[src/rtl/spi_conf_regs.sv]
// spi_conf_regs: oversampled SPI command decoder feeding a register bank, with guarded major-mode changes
module spi_conf_regs #(
    parameter int CMD_W  = 16,
    parameter int OP_W   = 4,
    parameter int DATA_W = 8,
    parameter int NREG   = 4,
    parameter int MODE_W = 3,
    parameter int GUARD  = 8,
    parameter int SYNC   = 2
) (
    input  logic                     ck_1356meg,
    input  logic                     nrst,
    input  logic                     spck,
    input  logic                     ncs,
    input  logic                     mosi,
    output logic                     miso,
    output logic [NREG*DATA_W-1:0]   regs,
    output logic [MODE_W-1:0]        major_mode,
    output logic                     mode_busy,
    output logic                     cmd_strobe,
    output logic                     cmd_err
);
    localparam int CW = $clog2(CMD_W + 2);
    localparam int GW = $clog2(GUARD + 1);
    localparam int IW = NREG > 1 ? $clog2(NREG) : 1;
    localparam logic [MODE_W-1:0] OFF = '1;
    localparam logic [OP_W-1:0] OP_RD = '1;
    localparam logic [DATA_W-1:0] R0_RST = DATA_W'(OFF) << (DATA_W - MODE_W);
    typedef enum logic {IDLE, GUARD_ST} state_t;
    state_t state, state_nx;
    logic [SYNC-1:0] spck_s, ncs_s, mosi_s;
    logic spck_d, ncs_d, frame_end;
    logic spck_y, ncs_y, mosi_y, spck_rise, spck_fall, ncs_rise, ncs_fall;
    logic [CMD_W-1:0] sr, rb;
    logic [CW-1:0] bcnt;
    logic [NREG-1:0][DATA_W-1:0] r;
    logic [DATA_W-1:0] pend, pend_nx, reg0_nx, dat;
    logic [MODE_W-1:0] mode_nx, dmode;
    logic [GW-1:0] gcnt, gcnt_nx;
    logic [OP_W-1:0] op;
    logic [IW-1:0] idx, rd_src;
    logic rd_v, len_ok, is_wr, rd_ok, ok, wr0, unused_bits;
    assign spck_y = spck_s[SYNC-1];
    assign ncs_y = ncs_s[SYNC-1];
    assign mosi_y = mosi_s[SYNC-1];
    assign spck_rise = spck_y & ~spck_d;
    assign spck_fall = ~spck_y & spck_d;
    assign ncs_rise = ncs_y & ~ncs_d;
    assign ncs_fall = ~ncs_y & ncs_d;
    assign op = sr[CMD_W-1 -: OP_W];
    assign dat = sr[DATA_W-1:0];
    assign dmode = dat[DATA_W-1 -: MODE_W];
    assign idx = dat[IW-1:0];
    assign unused_bits = ^sr;
    assign len_ok = bcnt == CW'(CMD_W);
    assign is_wr = op != '0 && op <= OP_W'(NREG);
    assign rd_ok = op == OP_RD && {1'b0, idx} < (IW + 1)'(NREG);
    assign ok = frame_end && len_ok && (op == '0 || is_wr || rd_ok);
    assign wr0 = ok && op == OP_W'(1);
    assign regs = r;
    assign miso = rb[CMD_W-1];
    assign mode_busy = state == GUARD_ST;
    // a write naming the live mode, or the all-off mode, bypasses the guard window
    always_comb begin
        state_nx = state;
        reg0_nx = r[0];
        mode_nx = major_mode;
        pend_nx = pend;
        gcnt_nx = gcnt;
        if (wr0 && (dmode == OFF || (state == IDLE && dmode == major_mode))) begin
            reg0_nx = dat;
            mode_nx = dmode;
            state_nx = IDLE;
        end else if (wr0) begin
            pend_nx = dat;
            mode_nx = OFF;
            gcnt_nx = GW'(GUARD);
            state_nx = GUARD_ST;
        end else if (state == GUARD_ST) begin
            gcnt_nx = gcnt - 1'b1;
            if (gcnt == GW'(1)) begin
                reg0_nx = pend;
                mode_nx = pend[DATA_W-1 -: MODE_W];
                state_nx = IDLE;
            end
        end
    end
    // chip select idles high so releasing reset does not look like a frame end
    always_ff @(posedge ck_1356meg or negedge nrst) begin
        if (!nrst) begin
            spck_s <= '0;
            ncs_s <= '1;
            mosi_s <= '0;
            spck_d <= 1'b0;
            ncs_d <= 1'b1;
            frame_end <= 1'b0;
            sr <= '0;
            rb <= '0;
            bcnt <= '0;
            rd_v <= 1'b0;
            rd_src <= '0;
            cmd_strobe <= 1'b0;
            cmd_err <= 1'b0;
            r <= (NREG * DATA_W)'(R0_RST);
            pend <= '0;
            gcnt <= '0;
            major_mode <= OFF;
            state <= IDLE;
        end else begin
            spck_s <= SYNC'({spck_s, spck});
            ncs_s <= SYNC'({ncs_s, ncs});
            mosi_s <= SYNC'({mosi_s, mosi});
            spck_d <= spck_y;
            ncs_d <= ncs_y;
            frame_end <= ncs_rise;
            if (spck_rise && !ncs_y) begin
                sr <= {sr[CMD_W-2:0], mosi_y};
                if (bcnt != CW'(CMD_W + 1))
                    bcnt <= bcnt + 1'b1;
            end
            if (ncs_fall) begin
                bcnt <= '0;
                rb <= rd_v ? CMD_W'(r[rd_src]) << (CMD_W - DATA_W) : '0;
                rd_v <= 1'b0;
            end else if (spck_fall) begin
                rb <= {rb[CMD_W-2:0], 1'b0};
            end
            cmd_strobe <= ok;
            cmd_err <= frame_end && !ok;
            if (ok && op == OP_RD) begin
                rd_v <= 1'b1;
                rd_src <= idx;
            end
            for (int k = 1; k < NREG; k++)
                if (ok && op == OP_W'(k + 1))
                    r[k] <= dat;
            r[0] <= reg0_nx;
            major_mode <= mode_nx;
            pend <= pend_nx;
            gcnt <= gcnt_nx;
            state <= state_nx;
        end
    end
endmodule

[config.mk]
export PLATFORM = sky130hd
export DESIGN_NAME = spi_conf_regs
export DESIGN_NICKNAME = d
export VERILOG_FILES = /design/src/rtl/spi_conf_regs.sv
export SDC_FILE = /design/constraint.sdc
export NUM_CORES = 1
export LEC_CHECK = 0
export BUFFER_PORTS_ARGS = -buffer_cell sky130_fd_sc_hd__buf_2
export CAP_MARGIN = 20
export CORE_ASPECT_RATIO = 0.6
export CORE_MARGIN = 3
export CORE_UTILIZATION = 40
export CTS_CLUSTER_DIAMETER = 120
export CTS_CLUSTER_SIZE = 30
export DETAILED_ROUTE_END_ITERATION = 8
export GPL_TIMING_DRIVEN = 0
export SETUP_SLACK_MARGIN = 0.2
export SLEW_MARGIN = 20
export SYNTH_ARGS = -nofsm -noshare
export SYNTH_HDL_FRONTEND = slang
export SYNTH_SLANG_ARGS = --single-unit
export TNS_END_PERCENT = 50
[constraint.sdc]
create_clock -name ck_1356meg -period 3.6 [get_ports ck_1356meg]
set_clock_uncertainty 0.15 [all_clocks]
set_input_delay 0.54 -clock ck_1356meg [delete_from_list [all_inputs] [get_ports ck_1356meg]]
set_output_delay 0.54 -clock ck_1356meg [all_outputs]
set_load 0.005 [all_outputs]
==> Word level (Yosys, flattened, before mapping) <==
Index checks and enable logic that the tools add are counted.
{ "word_totals": {"register_bits": 99, "in_bits": 5, "output_inout_bits": 39} }
{ "op_classes": {"n_addsub": 2, "n_lt_le_gt_ge": 2, "eq_ne": 11, "n_mux": 24, "n_bitwise": 10, "n_reduce_logical": 33} }
{ "op_table": {"columns": ["op", "n"], "rows": [
  ["two-way mux 16 bit", 3],
  ["two-way mux 8 bit", 5],
  ["binary-select mux 8 bit (select 2 bit)", 1],
  ["two-way mux 5 bit", 3],
  ["nonzero test 2 bit", 7],
  ["logical AND 1 bit", 12],
  ["two-way mux 3 bit", 4],
  ["equality test 4 x 1 -> 1 bit, second input constant", 2],
  ["equality test 4 x 2 -> 1 bit, second input constant", 2],
  ["two-way mux 4 bit", 2],
  ["AND reduction 2 bit", 4],
  ["two-way mux 1 bit", 6],
  ["inverter 1 bit", 6],
  ["nonzero test 3 bit", 2],
  ["adder 5 x 1 -> 5 bit, second input constant", 1],
  ["equality test 5 bit, second input constant", 1],
  ["inequality test 5 bit, second input constant", 1],
  ["AND 1 bit", 4],
  ["equality test 4 x 3 -> 1 bit, second input constant", 1],
  ["equality test 4 bit, second input constant", 1],
  ["less-or-equal comparator 4 x 3 -> 1 bit, second input constant", 1],
  ["logical NOT 4 bit", 1],
  ["nonzero test 4 bit", 1],
  ["subtractor 4 x 1 -> 4 bit, second input constant", 1],
  ["other kinds (7)", 10]
]} }

==> Depth between registers and ports, before layout <==
{ "depth": {"depth_word": 9, "mapped_depth": 8, "mapped_depth_nobuf": 6} }

==> Worst setup path before layout <==
OpenSTA, ideal clock, no wires.
{ "synth_timing": {"kind": "reg2reg", "startpoint": "register bcnt[3]", "endpoint": "register pend[0]", "setup_time_ns": 0.125, "arrival_time_ns": 1.956, "setup_slack_ns": 1.369, "path_stages_with_launch": 7, "n_path_buf": 2, "synth_period_minus_slack_ns": 2.231, "path_cell_list": "dfrtp_1 > or3b_1 > buf_2 > or3_1 > buf_6 > nor2_4 > mux2_2"} }
{ "synth_between": {"elab_chain_cells": 7} }
{ "synth_rtl": {"columns": ["element", "line", "rtl"], "rows": [
  ["start: declaration", "35", "logic [CW-1:0] bcnt;"],
  ["start signal: assignment", "119", "bcnt <= bcnt + 1'b1;"],
  ["equality test 5 bit (*)", "55", "assign len_ok = bcnt == CW'(CMD_W);"],
  ["logical AND 1 bit (*) (2 in a row)", "58", "assign ok = frame_end && len_ok && (op == '0 || is_wr || rd_ok);"],
  ["logical AND 1 bit (*)", "59", "assign wr0 = ok && op == OP_W'(1);"],
  ["logical AND 1 bit", "70", "if (wr0 && (dmode == OFF || (state == IDLE && dmode == major_mode))) begin"],
  ["inverter 1 bit (no source line)", null, null],
  ["AND reduction 2 bit (no source line) (*)", null, null],
  ["end signal: assignment", "139", "pend <= pend_nx;"],
  ["end: declaration", "37", "logic [DATA_W-1:0] pend, pend_nx, reg0_nx, dat;"]
]} }
Every way passes the cells marked *; elsewhere a longest branch is shown, timed or not.
A chain may end at the register's enable or synchronous reset.

==> Worst setup path after layout <==
{ "layout_timing": {"startpoint": "register bcnt[3]", "endpoint": "register pend[2]"} }
Same word-level chain as after synthesis.

==> flow_metrics.py <==
metrics = {
    "timing": {
        "final_period_minus_worst_setup_slack_ns": 2.43,
        "rsz0062_at_grt": "no",
        "slew-limit-headroom_pct": 49.8,
        "max_freq_ghz": 0.411,
        "fin_crit_sh_pct": 67.6,
        "timing.setup.tns_ns": 0,
        "finalSetupViolCount": 0,
        "finalHoldViolations": 0,
        "slew_viol_final": 0,
        "timing.hold.ws_ns": 0.150,
        "worstMarginPinSlew_ns": 0.753,
    },
    "routing": {
        "ant_nets": 0,
        "drc": 0,
        "dr.first_iter.drc_count": 158,
        "drt-pass1-iter-count": 4,
        "finalWirelength_um": 8740,
        "vias": 2678,
        "wl_per_cell_um": 17.4,
        "via_per_inst": 5.33,
    },
    "critical_path": {
        "crit_type": "reg2reg",
        "cp-start-kind": "flop",
        "cp-end-kind": "flop",
        "cp.required_ns": 3.67,
        "crit_arrival_ns": 2.50,
        "path_max_fanout": 9,
    },
    "global_route": {
        "track_usage_pct": 16.7,
        "antenna_found_initial": 0,
        "grt_max_degree": 51,
        "grt_pass1_vias": 2625,
        "grt_pass1_wl_um": 14600,
        "grt_overflow": 0,
    },
    "floorplan": {
        "die_x_um": 136,
        "rows": 27,
        "core_area_um2": 9490,
        "fp.dieH_um": 83.9,
        "dieArea_um2": 11400,
        "initial_core_util_pct": 42.6,
        "io_pins": 44,
    },
    "yosys": {
        "yosys_warnings": 0,
        "synth_most_common_cell": "dfrtp_1",
        "synth_edf_count": 0,
        "synth.area.top_cells": "dfrtp_1, mux2_2, dfstp_2",
        "ys.flop_type": "dfrtp_1",
        "netlist_area_um2": 4050,
        "synth_top_area_share_pct": 50.7,
        "syn_area_per_cell_um2": 13.0,
        "synth_cell_types": 49,
        "synthTopCellsByCount": "dfrtp_1, mux2_2, nor2_1",
        "synth_seq_cells": 91,
        "synth_area_leader_cell": "dfrtp_1",
        "syn-num-nets": 321,
        "ys_seq_area_share_pct": 56.5,
        "synthCells": 311,
        "async_flop_share_pct": 100,
    },
    "min_path": {
        "hp-class": "in2reg",
    },
    "clocking": {
        "h-tree-depth": 3,
        "clk_pin_slew_ns": 0.06,
        "cts_buffers": 9,
        "clock-sinks": 91,
        "hold_buffers": 1,
        "postCtsResizedCells": 0,
        "cts-root-buf": "clkbuf_16",
        "postCtsSetupRepairBufs": 0,
        "cts_max_path_buffers": 2,
        "clkLatencyLatePin_ns": 0.34,
        "cts_tree": "done",
    },
    "pwr": {
        "p_leak_nw": 2.27,
        "ir_drop_mv": 0.274,
        "powerDensity_nw_per_um2": 499,
    },
    "run": {
        "max-cap-violations": 0,
    },
    "final_layout": {
        "stdcell_area_um2": 4770,
        "antenna_cells": 0,
        "layout-drive-gt1-share_pct": 36.6,
        "syn_to_final_growth_pct": 17.8,
        "layout.nets": 377,
        "n_fill_cell": 853,
    },
    "status": {
        "status": "finished clean",
    },
    "place": {
        "place_area_um2": 4460,
        "dp_hpwl_um": 6330,
        "portBuffers": 43,
        "finalWeightedCongestion": 0.770,
    },
}
==> cell usage in the layout (no fill, tap or decap), drive strengths merged, types with 4 or more instances in the layout <==
cell / n
ha: 5
a211oi: 6
o21ai: 5
mux4: 8
mux2: 52
clkbuf: 22
nand2: 5
a21oi: 13
nor3: 16
buf: 53
nor2: 18
inv: 15
mux2i: 4
dfrtp: 82
xor2: 6
dfstp: 9
a22oi: 8
==> metal layers <==
metal	track usage [%]	wire [µm]
met4	4.48	59
met2	21.9	3600
met5	0	0
met1	26.5	4550
met3	4.88	531
==> area by class of cell <==
class,count,area [µm²],area share (%)
multi-input cells,188,1630,34.1
plain buffers,17,77.6,1.63
clock inverters,2,35.0,0.735
inverters,15,56.3,1.18
clock buffers,14,264,5.54
flip-flops and latches,91,2290,48.0
repair buffers,45,259,5.43
well taps,130,163,3.41
==> sequential cells by signal, indices dropped and copies added, names as in the netlist, 2 cells and up <==
register and count:
gcnt 4, ncs_s 2, rd_src 2, major_mode 3, regs 32, bcnt 5
spck_s 2, rb 8, sr 16, pend 8, mosi_s 2
==> stage by stage <==
step	total power (W)	util, %	instances	worst slack [ns]
after floorplan	0.00134	-	311	1.37
after global placement	0.00145	46.6	484	0.981
after detailed placement	0.00146	47.0	485	1.19
after CTS	0.00241	50.2	502	1.17
after global routing	0.00251	50.2	502	1.06
final	0.00238	50.2	502	1.17
==> critical path: stages (launching register included) <==
cell and delay, ns:
dfrtp_1 0.41, or3b_1 0.37, buf_2 0.16, or3_1 0.39, buf_6 0.17, nor2_4 0.29
mux2_2 0.38
==> power breakdown <==
part	switching (W)	total [W]	internal (W)	leakage, nW
Clock	0.000364	0.000940	0.000575	0.147
Sequential	0.0000682	0.00116	0.00109	1.20
Combinational	0.000177	0.000282	0.000104	0.929
Total	0.000610	0.00238	0.00177	2.27
==> final timing paths <==
| path | start | endpoint | slack (ns) | cells past startpoint |
|---|---|---|---|---|
| max reg2reg | bcnt[3] | pend[2] | 1.17 | 6 |
| max | bcnt[3] | pend[2] | 1.17 | 6 |
| max in group asynchronous | nrst | major_mode[1] | 2.13 | 3 |
| min in group asynchronous | nrst | rb[14] | 0.54 | 2 |
| min | ncs | ncs_s[0] | 0.15 | 1 |
| min reg2reg | spck_s[0] | spck_s[1] | 0.20 | 0 |
==> kinds of logic (layout without fill, tap and decap cells) <==
logic type | count (synthesis) | after routing | share of synthesized area [%]
muxes | 64 | 64 | 20.2
buffers and inverters | 32 | 93 | 3.31
AOI/OAI and AO/OA | 46 | 46 | 7.73
adders and majority gates | 5 | 5 | 1.55
xor gates and xnor gates | 7 | 7 | 1.51
and+or+nand+nor | 66 | 66 | 9.15
DFF | 91 | 91 | 56.5
Note: power is estimated with default switching activity, not from simulation.
